## src/rtl/riscv_ctrl_pkg.sv

```systemverilog
// Shared definitions for the multicycle RV32I main controller: state encoding,
// opcode constants, ALU-op codes, datapath mux-select codes, and the
// state-to-control-word decode used by multicycle_ctrl_fsm.
package riscv_ctrl_pkg;

  typedef enum logic [3:0] {
    FETCH    = 4'd0,
    DECODE   = 4'd1,
    MEMADR   = 4'd2,
    MEMREAD  = 4'd3,
    MEMWB    = 4'd4,
    MEMWRITE = 4'd5,
    EXECUTER = 4'd6,
    EXECUTEI = 4'd7,
    ALUWB    = 4'd8,
    BEQ      = 4'd9,
    JAL      = 4'd10,
    TRAP     = 4'd11
  } ctrlStateT;

  localparam logic [6:0] OP_LW  = 7'b0000011;
  localparam logic [6:0] OP_SW  = 7'b0100011;
  localparam logic [6:0] OP_R   = 7'b0110011;
  localparam logic [6:0] OP_I   = 7'b0010011;
  localparam logic [6:0] OP_BEQ = 7'b1100011;
  localparam logic [6:0] OP_JAL = 7'b1101111;

  localparam logic [1:0] ALUOP_ADD   = 2'b00;
  localparam logic [1:0] ALUOP_SUB   = 2'b01;
  localparam logic [1:0] ALUOP_FUNCT = 2'b10;

  localparam logic [1:0] RES_ALUOUT    = 2'b00;
  localparam logic [1:0] RES_DATA      = 2'b01;
  localparam logic [1:0] RES_ALURESULT = 2'b10;

  localparam logic [1:0] SRCA_PC    = 2'b00;
  localparam logic [1:0] SRCA_OLDPC = 2'b01;
  localparam logic [1:0] SRCA_RS1   = 2'b10;

  localparam logic [1:0] SRCB_RS2  = 2'b00;
  localparam logic [1:0] SRCB_IMM  = 2'b01;
  localparam logic [1:0] SRCB_FOUR = 2'b10;

  // Per-state control word; fetchStrobe marks the state whose irWrite and
  // PC update are qualified by memReady at the top level.
  typedef struct packed {
    logic       adrSrc;
    logic       fetchStrobe;
    logic       memWrite;
    logic       regWrite;
    logic       branch;
    logic       pcUpdate;
    logic [1:0] resultSrc;
    logic [1:0] aluSrcA;
    logic [1:0] aluSrcB;
    logic [1:0] aluOp;
  } ctrlWordT;

  // Unlisted selects and strobes stay 0, so TRAP and spare codes decode to all-zero.
  function automatic ctrlWordT decodeState(input ctrlStateT s);
    ctrlWordT w;
    w = '0;
    case (s)
      FETCH: begin
        w.fetchStrobe = 1'b1;
        w.aluSrcA     = SRCA_PC;
        w.aluSrcB     = SRCB_FOUR;
        w.aluOp       = ALUOP_ADD;
        w.resultSrc   = RES_ALURESULT;
      end
      DECODE: begin
        w.aluSrcA = SRCA_OLDPC;
        w.aluSrcB = SRCB_IMM;
        w.aluOp   = ALUOP_ADD;
      end
      MEMADR: begin
        w.aluSrcA = SRCA_RS1;
        w.aluSrcB = SRCB_IMM;
        w.aluOp   = ALUOP_ADD;
      end
      MEMREAD: begin
        w.adrSrc    = 1'b1;
        w.resultSrc = RES_ALUOUT;
      end
      MEMWB: begin
        w.resultSrc = RES_DATA;
        w.regWrite  = 1'b1;
      end
      MEMWRITE: begin
        w.adrSrc    = 1'b1;
        w.resultSrc = RES_ALUOUT;
        w.memWrite  = 1'b1;
      end
      EXECUTER: begin
        w.aluSrcA = SRCA_RS1;
        w.aluSrcB = SRCB_RS2;
        w.aluOp   = ALUOP_FUNCT;
      end
      EXECUTEI: begin
        w.aluSrcA = SRCA_RS1;
        w.aluSrcB = SRCB_IMM;
        w.aluOp   = ALUOP_FUNCT;
      end
      ALUWB: begin
        w.resultSrc = RES_ALUOUT;
        w.regWrite  = 1'b1;
      end
      BEQ: begin
        w.aluSrcA   = SRCA_RS1;
        w.aluSrcB   = SRCB_RS2;
        w.aluOp     = ALUOP_SUB;
        w.resultSrc = RES_ALUOUT;
        w.branch    = 1'b1;
      end
      JAL: begin
        w.aluSrcA   = SRCA_OLDPC;
        w.aluSrcB   = SRCB_FOUR;
        w.aluOp     = ALUOP_ADD;
        w.resultSrc = RES_ALUOUT;
        w.pcUpdate  = 1'b1;
      end
      default: w = '0;
    endcase
    return w;
  endfunction

endpackage

```

## src/rtl/mem_wait_timer.sv

```systemverilog
// Counts consecutive memory-wait cycles and raises a sticky memTimeout flag
// once the count reaches MEM_TIMEOUT. MEM_TIMEOUT = 0 disables the timer.
module mem_wait_timer #(
  parameter int MEM_TIMEOUT = 255,
  parameter int TMR_W       = 8
) (
  input  logic clk,
  input  logic reset,
  input  logic waiting,
  output logic memTimeout
);

  localparam logic [TMR_W-1:0] LIMIT = TMR_W'(MEM_TIMEOUT);

  logic [TMR_W-1:0] waitCount;
  logic [TMR_W-1:0] countNext;

  // Next count: increment while waiting, saturate at the limit, clear otherwise.
  always_comb begin
    countNext = '0;
    if (waiting) begin
      countNext = (waitCount == LIMIT) ? waitCount : waitCount + 1'b1;
    end
  end

  // Counter and sticky flag; the flag rises on the same edge the count reaches the limit.
  always_ff @(posedge clk) begin
    if (reset) begin
      waitCount  <= '0;
      memTimeout <= 1'b0;
    end else begin
      waitCount <= countNext;
      if ((MEM_TIMEOUT != 0) && waiting && (countNext == LIMIT)) begin
        memTimeout <= 1'b1;
      end
    end
  end

endmodule

```

## src/rtl/multicycle_ctrl_fsm.sv

```systemverilog
// Main controller of the multicycle RV32I core (lw, sw, R/I ALU, beq, jal).
// Moore FSM with a registered control word; memReady qualifies the fetch
// strobes and zero qualifies the branch PC write. Reset forces all outputs 0.
// Optional macro ILLEGAL_TRAP_EN: unlisted opcodes park the FSM in TRAP and
// drive illegalInstr; without it they fall through to FETCH as a NOP.
module multicycle_ctrl_fsm
  import riscv_ctrl_pkg::*;
#(
  parameter int MEM_TIMEOUT = 255,
  parameter int TMR_W       = 8
) (
  input  logic       clk,
  input  logic       reset,
  input  logic [6:0] op,
  input  logic       zero,
  input  logic       memReady,
  output logic       pcWrite,
  output logic       adrSrc,
  output logic       irWrite,
  output logic       memWrite,
  output logic       regWrite,
  output logic [1:0] resultSrc,
  output logic [1:0] aluSrcA,
  output logic [1:0] aluSrcB,
  output logic [1:0] aluOp,
  output logic       memTimeout
`ifdef ILLEGAL_TRAP_EN
  ,
  output logic       illegalInstr
`endif
);

  ctrlStateT state;
  ctrlStateT nextState;
  ctrlWordT  ctrlQ;
  logic      waiting;
  logic      fetchDone;

  // Next-state selection from the current state, opcode and memory handshake.
  always_comb begin
    nextState = state;
    case (state)
      FETCH:    nextState = memReady ? DECODE : FETCH;
      DECODE: begin
        case (op)
          OP_LW, OP_SW: nextState = MEMADR;
          OP_R:         nextState = EXECUTER;
          OP_I:         nextState = EXECUTEI;
          OP_BEQ:       nextState = BEQ;
          OP_JAL:       nextState = JAL;
`ifdef ILLEGAL_TRAP_EN
          default:      nextState = TRAP;
`else
          default:      nextState = FETCH;
`endif
        endcase
      end
      MEMADR:   nextState = op[5] ? MEMWRITE : MEMREAD;
      MEMREAD:  nextState = memReady ? MEMWB : MEMREAD;
      MEMWB:    nextState = FETCH;
      MEMWRITE: nextState = memReady ? FETCH : MEMWRITE;
      EXECUTER: nextState = ALUWB;
      EXECUTEI: nextState = ALUWB;
      ALUWB:    nextState = FETCH;
      BEQ:      nextState = FETCH;
      JAL:      nextState = ALUWB;
      TRAP:     nextState = TRAP;
      default:  nextState = FETCH;
    endcase
  end

  // State register plus the control word registered alongside it.
  always_ff @(posedge clk) begin
    if (reset) begin
      state <= FETCH;
      ctrlQ <= decodeState(FETCH);
    end else begin
      state <= nextState;
      ctrlQ <= decodeState(nextState);
    end
  end

  assign waiting   = !memReady && ((state == FETCH) || (state == MEMREAD) || (state == MEMWRITE));
  assign fetchDone = ctrlQ.fetchStrobe && memReady;

  mem_wait_timer #(
    .MEM_TIMEOUT(MEM_TIMEOUT),
    .TMR_W      (TMR_W)
  ) uWaitTimer (
    .clk       (clk),
    .reset     (reset),
    .waiting   (waiting),
    .memTimeout(memTimeout)
  );

  assign pcWrite   = !reset && ((ctrlQ.branch && zero) || ctrlQ.pcUpdate || fetchDone);
  assign irWrite   = !reset && fetchDone;
  assign adrSrc    = !reset && ctrlQ.adrSrc;
  assign memWrite  = !reset && ctrlQ.memWrite;
  assign regWrite  = !reset && ctrlQ.regWrite;
  assign resultSrc = reset ? 2'b00 : ctrlQ.resultSrc;
  assign aluSrcA   = reset ? 2'b00 : ctrlQ.aluSrcA;
  assign aluSrcB   = reset ? 2'b00 : ctrlQ.aluSrcB;
  assign aluOp     = reset ? 2'b00 : ctrlQ.aluOp;

`ifdef ILLEGAL_TRAP_EN
  assign illegalInstr = !reset && (state == TRAP);
`endif

endmodule

```

## config.mk

```make
export PLATFORM = sky130hd
export DESIGN_NAME = multicycle_ctrl_fsm
export DESIGN_NICKNAME = d
export VERILOG_FILES = /design/src/rtl/riscv_ctrl_pkg.sv /design/src/rtl/mem_wait_timer.sv /design/src/rtl/multicycle_ctrl_fsm.sv
export SDC_FILE = /design/constraint.sdc
export NUM_CORES = 1
export LEC_CHECK = 0
export CAP_MARGIN = 15
export CORE_MARGIN = 10
export CORE_UTILIZATION = 28
export CTS_BUF_LIST = sky130_fd_sc_hd__clkbuf_8
export DETAILED_ROUTE_END_ITERATION = 6
export MAX_ROUTING_LAYER = met4
export PLACE_DENSITY = 0.53
export SLEW_MARGIN = 30
export SYNTH_ARGS = -nofsm -noshare
export SYNTH_HDL_FRONTEND = slang
export SYNTH_SLANG_ARGS = --single-unit
```

## constraint.sdc

```tcl
create_clock -name clk -period 2.35 [get_ports clk]
set_clock_uncertainty 0.15 [all_clocks]
set_input_delay 0.235 -clock clk [delete_from_list [all_inputs] [get_ports clk]]
set_output_delay 0.235 -clock clk [all_outputs]
set_load 0.01 [all_outputs]
```

After elaboration in Yosys (flattened, before gate mapping):

Index checks and enable logic that the tools add are counted.

* add/sub/neg operators: 1
* eq/ne operators: 26
* mux-type cells: 20
* reductions and logical operators: 21

Operators by type and width (number)
* one-hot mux 6 bit (7 select lines): 1
* == test 4 x 3 -> 1 bit (second input constant): 7
* one-hot mux 4 bit (7 select lines): 1
* == test 4 bit (second input constant): 5
* one-hot mux 4 bit (5 select lines): 1
* == test 4 x 2 -> 1 bit (second input constant): 4
* == test 8 bit (second input constant): 2
* 2-to-1 mux 8 bit: 2
* == test 7 x 6 -> 1 bit (second input constant): 2
* == test 7 bit (second input constant): 2
* logical AND 1 bit: 9
* 2-to-1 mux 3 bit: 3
* adder 8 x 1 -> 8 bit (second input constant): 1
* == test 4 x 1 -> 1 bit (second input constant): 2
* logical NOT 4 bit: 2
* 2-to-1 mux 2 bit: 4
* == test 7 x 2 -> 1 bit (second input constant): 1
* == test 7 x 5 -> 1 bit (second input constant): 1
* 2-to-1 mux 1 bit: 7
* OR reduction 2 bit: 3
* logical OR 1 bit: 4
* one-hot mux 2 bit (2 select lines): 1
* OR reduction 3 bit: 1
* logical NOT 1 bit: 2

* bits in registers: 27
* input bits: 11
* output and inout bits: 14
* word-level logic and storage cells: 81

Longest topological paths before layout:

Gate-level depths: netlist of the first run.

* depth in word-level cells: 7
* depth in mapped cells: 7

Hierarchy:

A second synthesis of the first run with hierarchy kept.

* cells, all modules: 165
* area, all modules: 1458.9 sq um

Modules (own cells, without submodules)
* multicycle_ctrl_fsm: times used 1, cells each 107, area an instance 940.9 sq um, sequential area each 360.3 sq um
* mem_wait_timer: times used 1, cells each 58, area an instance 518.0 sq um, sequential area each 180.2 sq um

Worst setup path after synthesis of the first run:

Ideal clock, no wire load.

* kind: reg2reg
* from: reg state[3]
* to: reg ctrlQ[3] (netlist bit)
* library setup time: 0.114 ns
* arrival time: 1.729 ns
* slack: 0.357 ns
* cell stages (with the launch flop): 8
* path buffers: 1
* clock period less this slack: 1.993 ns
* cells stage by stage: dfxtp_1 buf_6 or2_1 or4_4 nand2b_2 nor2_2 mux2_2 a21o_1

* word-level cells in the longest chain between the ends: 5

RTL lines
* from (decl): RTL line multicycle_ctrl_fsm.sv:33 `ctrlStateT state;`
* from (signal assigned): RTL line multicycle_ctrl_fsm.sv:78 `state <= nextState;`
* == test 4 bit / == test 4 x 3 -> 1 bit (equally long branches): RTL line multicycle_ctrl_fsm.sv:42 `case (state)`
* OR reduction 3 bit (no source line)
* one-hot mux 4 bit (7 select lines) *: RTL line multicycle_ctrl_fsm.sv:42
* == test 4 bit, or another cell as far along: RTL line riscv_ctrl_pkg.sv:63 `case (s)`
* one-hot mux 6 bit (7 select lines) *: RTL line riscv_ctrl_pkg.sv:63
* to (signal assigned): RTL line multicycle_ctrl_fsm.sv:76 `ctrlQ <= decodeState(FETCH);`
* to (signal assigned): RTL line multicycle_ctrl_fsm.sv:79 `ctrlQ <= decodeState(nextState);`
* to (decl): RTL line multicycle_ctrl_fsm.sv:35 `ctrlWordT ctrlQ;`

Mark *: on every way between the ends. The rest lies on a longest branch, timed or not.
A chain may end at the register's enable or synchronous reset.

Worst setup path after layout of the first run:

* from: in memReady
* to: out pcWrite

* word-level cells in the longest chain between the ends: 3

RTL lines
* from (decl): RTL line multicycle_ctrl_fsm.sv:16 `input logic memReady,`
* logical AND 1 bit: RTL line multicycle_ctrl_fsm.sv:84 `assign fetchDone = ctrlQ.fetchStrobe && memReady;`
* logical OR 1 bit: RTL line multicycle_ctrl_fsm.sv:96 `assign pcWrite = !reset && ((ctrlQ.branch && zero) || ctrlQ.pcUpdate || fetchDone);`
* logical AND 1 bit: RTL line multicycle_ctrl_fsm.sv:96
* to (decl): RTL line multicycle_ctrl_fsm.sv:17 `output logic pcWrite,`

Every way passes these cells.

==> metrics.md, run 1 <==
| Metric | Value |
|---|---|
| Pwr Density | `473 mW/mm2` |
| Reg area | `541 um2` |
| Slew margin rel. | `75.6%` |
| Drt pass-1 iters | `4` |
| Site Rows | `25` |
| Synthesis-stage register bit count | `27` |
| Worst setup EP type | `output pin` |
| Input/output buffers | `24` |
| Distinct cells, synth | `45` |
| Dpl hpwl | `2.50 mm` |
| Unrepaired setup endpoints after global routing | `no` |
| Tot Pwr | `0.854 mW` |
| VDD IR max | `0.263 mV` |
| IO Count | `25` |
| Syn_area_per_cell | `8.34 um2` |
| Crit path from | `memReady` |
| Vias/cell | `4.82` |
| Most frequent cells in the layout | `27 x dfxtp_1, 24 x clkdlybuf4s50_1, 20 x nor2_1` |
| # hold bufs at CTS | `0` |
| Area grow syn2layout | `33.5%` |
| Die ar. | `0.00800 mm2` |
| Antenna Cells | `0` |
| Critical path launch point type | `input port` |
| Initial core utilization | `28.8%` |
| Reg clk slew, reported paths | `90 ps` |
| Drt initial violations | `36` |
| Status | `finished clean` |
| Asr flop ratio synth | `0%` |
| Detailed Route WL | `3.13 mm` |
| CTS max path bufs | `2` |
| Slew Limit Fails | `0` |
| Vias post-DR | `1235` |
| Share of cells above drive strength 1 | `13.4%` |
| Root Buffer | `clkbuf_8` |
| Residual DRC | `0` |
| Gate Count Post-Synth | `162` |
| Slew @ Worst Pin | `356 ps` |
| Worst hold path class | `flip-flop to flip-flop` |
| Net Count, Synth | `174` |
| Antenna Nets Post-Route | `0` |
| Clk Latency, worst-skew pair | `270 ps` |
| Setup bufs post-CTS | `0` |
| Primary FF master, synth | `dfxtp_1` |
| Minimum clock period | `2080 ps` |
| Final number of hold-violating endpoints | `0` |
| Worst Path Max Fanout | `5` |
| HP Start | `uWaitTimer.memTimeout$_SDFFE_PP0P_` |
| Worst r2r src | `uWaitTimer.waitCount[0]$_SDFF_PP0_` |
| GP Congestion | `0.742` |
| CTS tree | `done` |
| Top cell type's share of synthesized area | `40.0%` |
| H-tree levels | `1` |
| Die height | `89.5 um` |
| Post-Syn Area | `0.00135 mm2` |
| Worst Path Required | `1970 ps` |
| Synth area leader | `dfxtp_1` |
| Setup CP Type | `input port to output pin` |
| Critical path data arrival time | `1700 ps` |
| Gr usage total | `8.47%` |
| Total gr overflow | `0` |
| Drt wl/cell | `12.2 um` |
| Vias in the first global route | `1203` |
| Period utilization | `88.6%` |
| Static Leak | `0.691 nW` |
| Synth area leaders | `dfxtp_1 40%, nor2b_1 6.5%, nor2_1 5.6%` |
| CTS resizes | `0` |
| Fillers | `494` |
| Max Cap Viol | `0` |
| Nets | `215` |
| EDFF count, synth | `0` |
| Core Region | `0.00469 mm2` |
| Final setup fails | `0` |
| Clk sinks | `27` |
| Pin count of the biggest net entering global routing | `17` |
| Max frequency | `480 MHz` |
| Sequential area share after synthesis | `40.0%` |
| Die Wd | `89.5 um` |
| Synth warn | `0` |
| Area of the multi-input gates | `768 um2` |
| CTS Buf Count | `3` |
| Number of antenna violations at the first check in global routing | `0` |
| Most common cell after layout, fill and taps aside | `dfxtp_1` |
| Fin Setup TNS | `0 ps` |
| First-pass GRT wire length | `5.34 mm` |
-- through the flow --
step                      util (%)  instance area [um2]  setup WS [ps]  hold WS [ps]  instances
after floorplan                  -                 1350            357           247        162
final                         38.5                 1800            267           326        256
after global routing          38.5                 1800            161           353        256
after CTS                     38.5                 1800            255           339        256
after detailed placement      37.4                 1760           32.8           317        252
after global placement        37.4                 1760           63.3           319        252
-- critical path, stage by stage --
cell,delay (ps)
clkdlybuf4s50_1,470
buf_4,180
a221oi_1,260
nor2_1,70
clkdlybuf4s50_1,480
-- per-layer routing --
layer | share of wire, % | vias up | track usage, % | routed length (um)
met4 | 0 | 0 | 3.03 | 0
met1 | 51 | 554 | 10.8 | 1610
met2 | 44 | 25 | 12.5 | 1370
met5 | 0 | - | - | 0
li1 | - | 656 | - | -
met3 | 4.5 | 0 | 2.28 | 142
-- flip-flops by register name, indices dropped and copies added (netlist names) --
| signal | flops |
|---|---|
| ctrlQ | 14 |
| state | 4 |
| uWaitTimer.memTimeout | 1 |
| uWaitTimer.waitCount | 8 |
-- final cells by class --
cell class | count | share of cell area [%]
multi-input cells | 126 | 42.6
flip-flops and latches | 27 | 30.0
repair buffers | 40 | 20.0
well taps | 54 | 3.74
clock buffers | 3 | 2.29
inverters | 5 | 1.04
clock inverters | 1 | 0.416
-- cells by family after synthesis --
| group | after synthesis | synth area share, % |
|---|---|---|
| xor+xnor | 6 | 3.89 |
| mux | 3 | 2.31 |
| compound gates | 31 | 15.3 |
| fa+ha+maj | 1 | 0.926 |
| simple gates | 85 | 34.4 |
| flops | 27 | 40.0 |
| buf+inv | 9 | 3.15 |
-- worst paths after layout --
path	endpoint	slack, ps	cells past startpoint
worst max-delay path	pcWrite	270	5
worst min-delay path	uWaitTimer.memTimeout$_SDFFE_PP0P_	330	1
worst max register to register	uWaitTimer.memTimeout$_SDFFE_PP0P_	300	6
worst min register to register	uWaitTimer.memTimeout$_SDFFE_PP0P_	330	1
-- synthesized netlist by cell type, types with 2 or more instances --
cell type,n
nor2b_1,14
o22ai_1,2
xnor2_1,3
mux2i_1,2
nor4b_1,2
nand3_1,5
nand3b_1,4
inv_1,5
or2_2,2
nand2b_1,4
nand2_1,12
a21o_1,2
and3_1,2
o31ai_1,2
a21oi_1,10
o21ai_0,5
a31oi_1,2
clkbuf_1,2
xor2_1,3
or2_1,3
nor3_1,7
nor2_1,20
dfxtp_1,27
-- power by group --
group	internal (mW)	leakage, nW	total (mW)	switching [mW]
Sequential	0.466	0.219	0.473	0.00620
Combinational	0.0635	0.450	0.115	0.0518
Clock	0.120	0.0217	0.266	0.146
Note: power is estimated with default switching activity, not from simulation.
==> run 2, diff against run 1 <==
SKIP_CTS_REPAIR_TIMING = 1   (was default)
==> results of run 2 <==
Same layout as run 1: the final DEF is identical, and so are final timing and power.
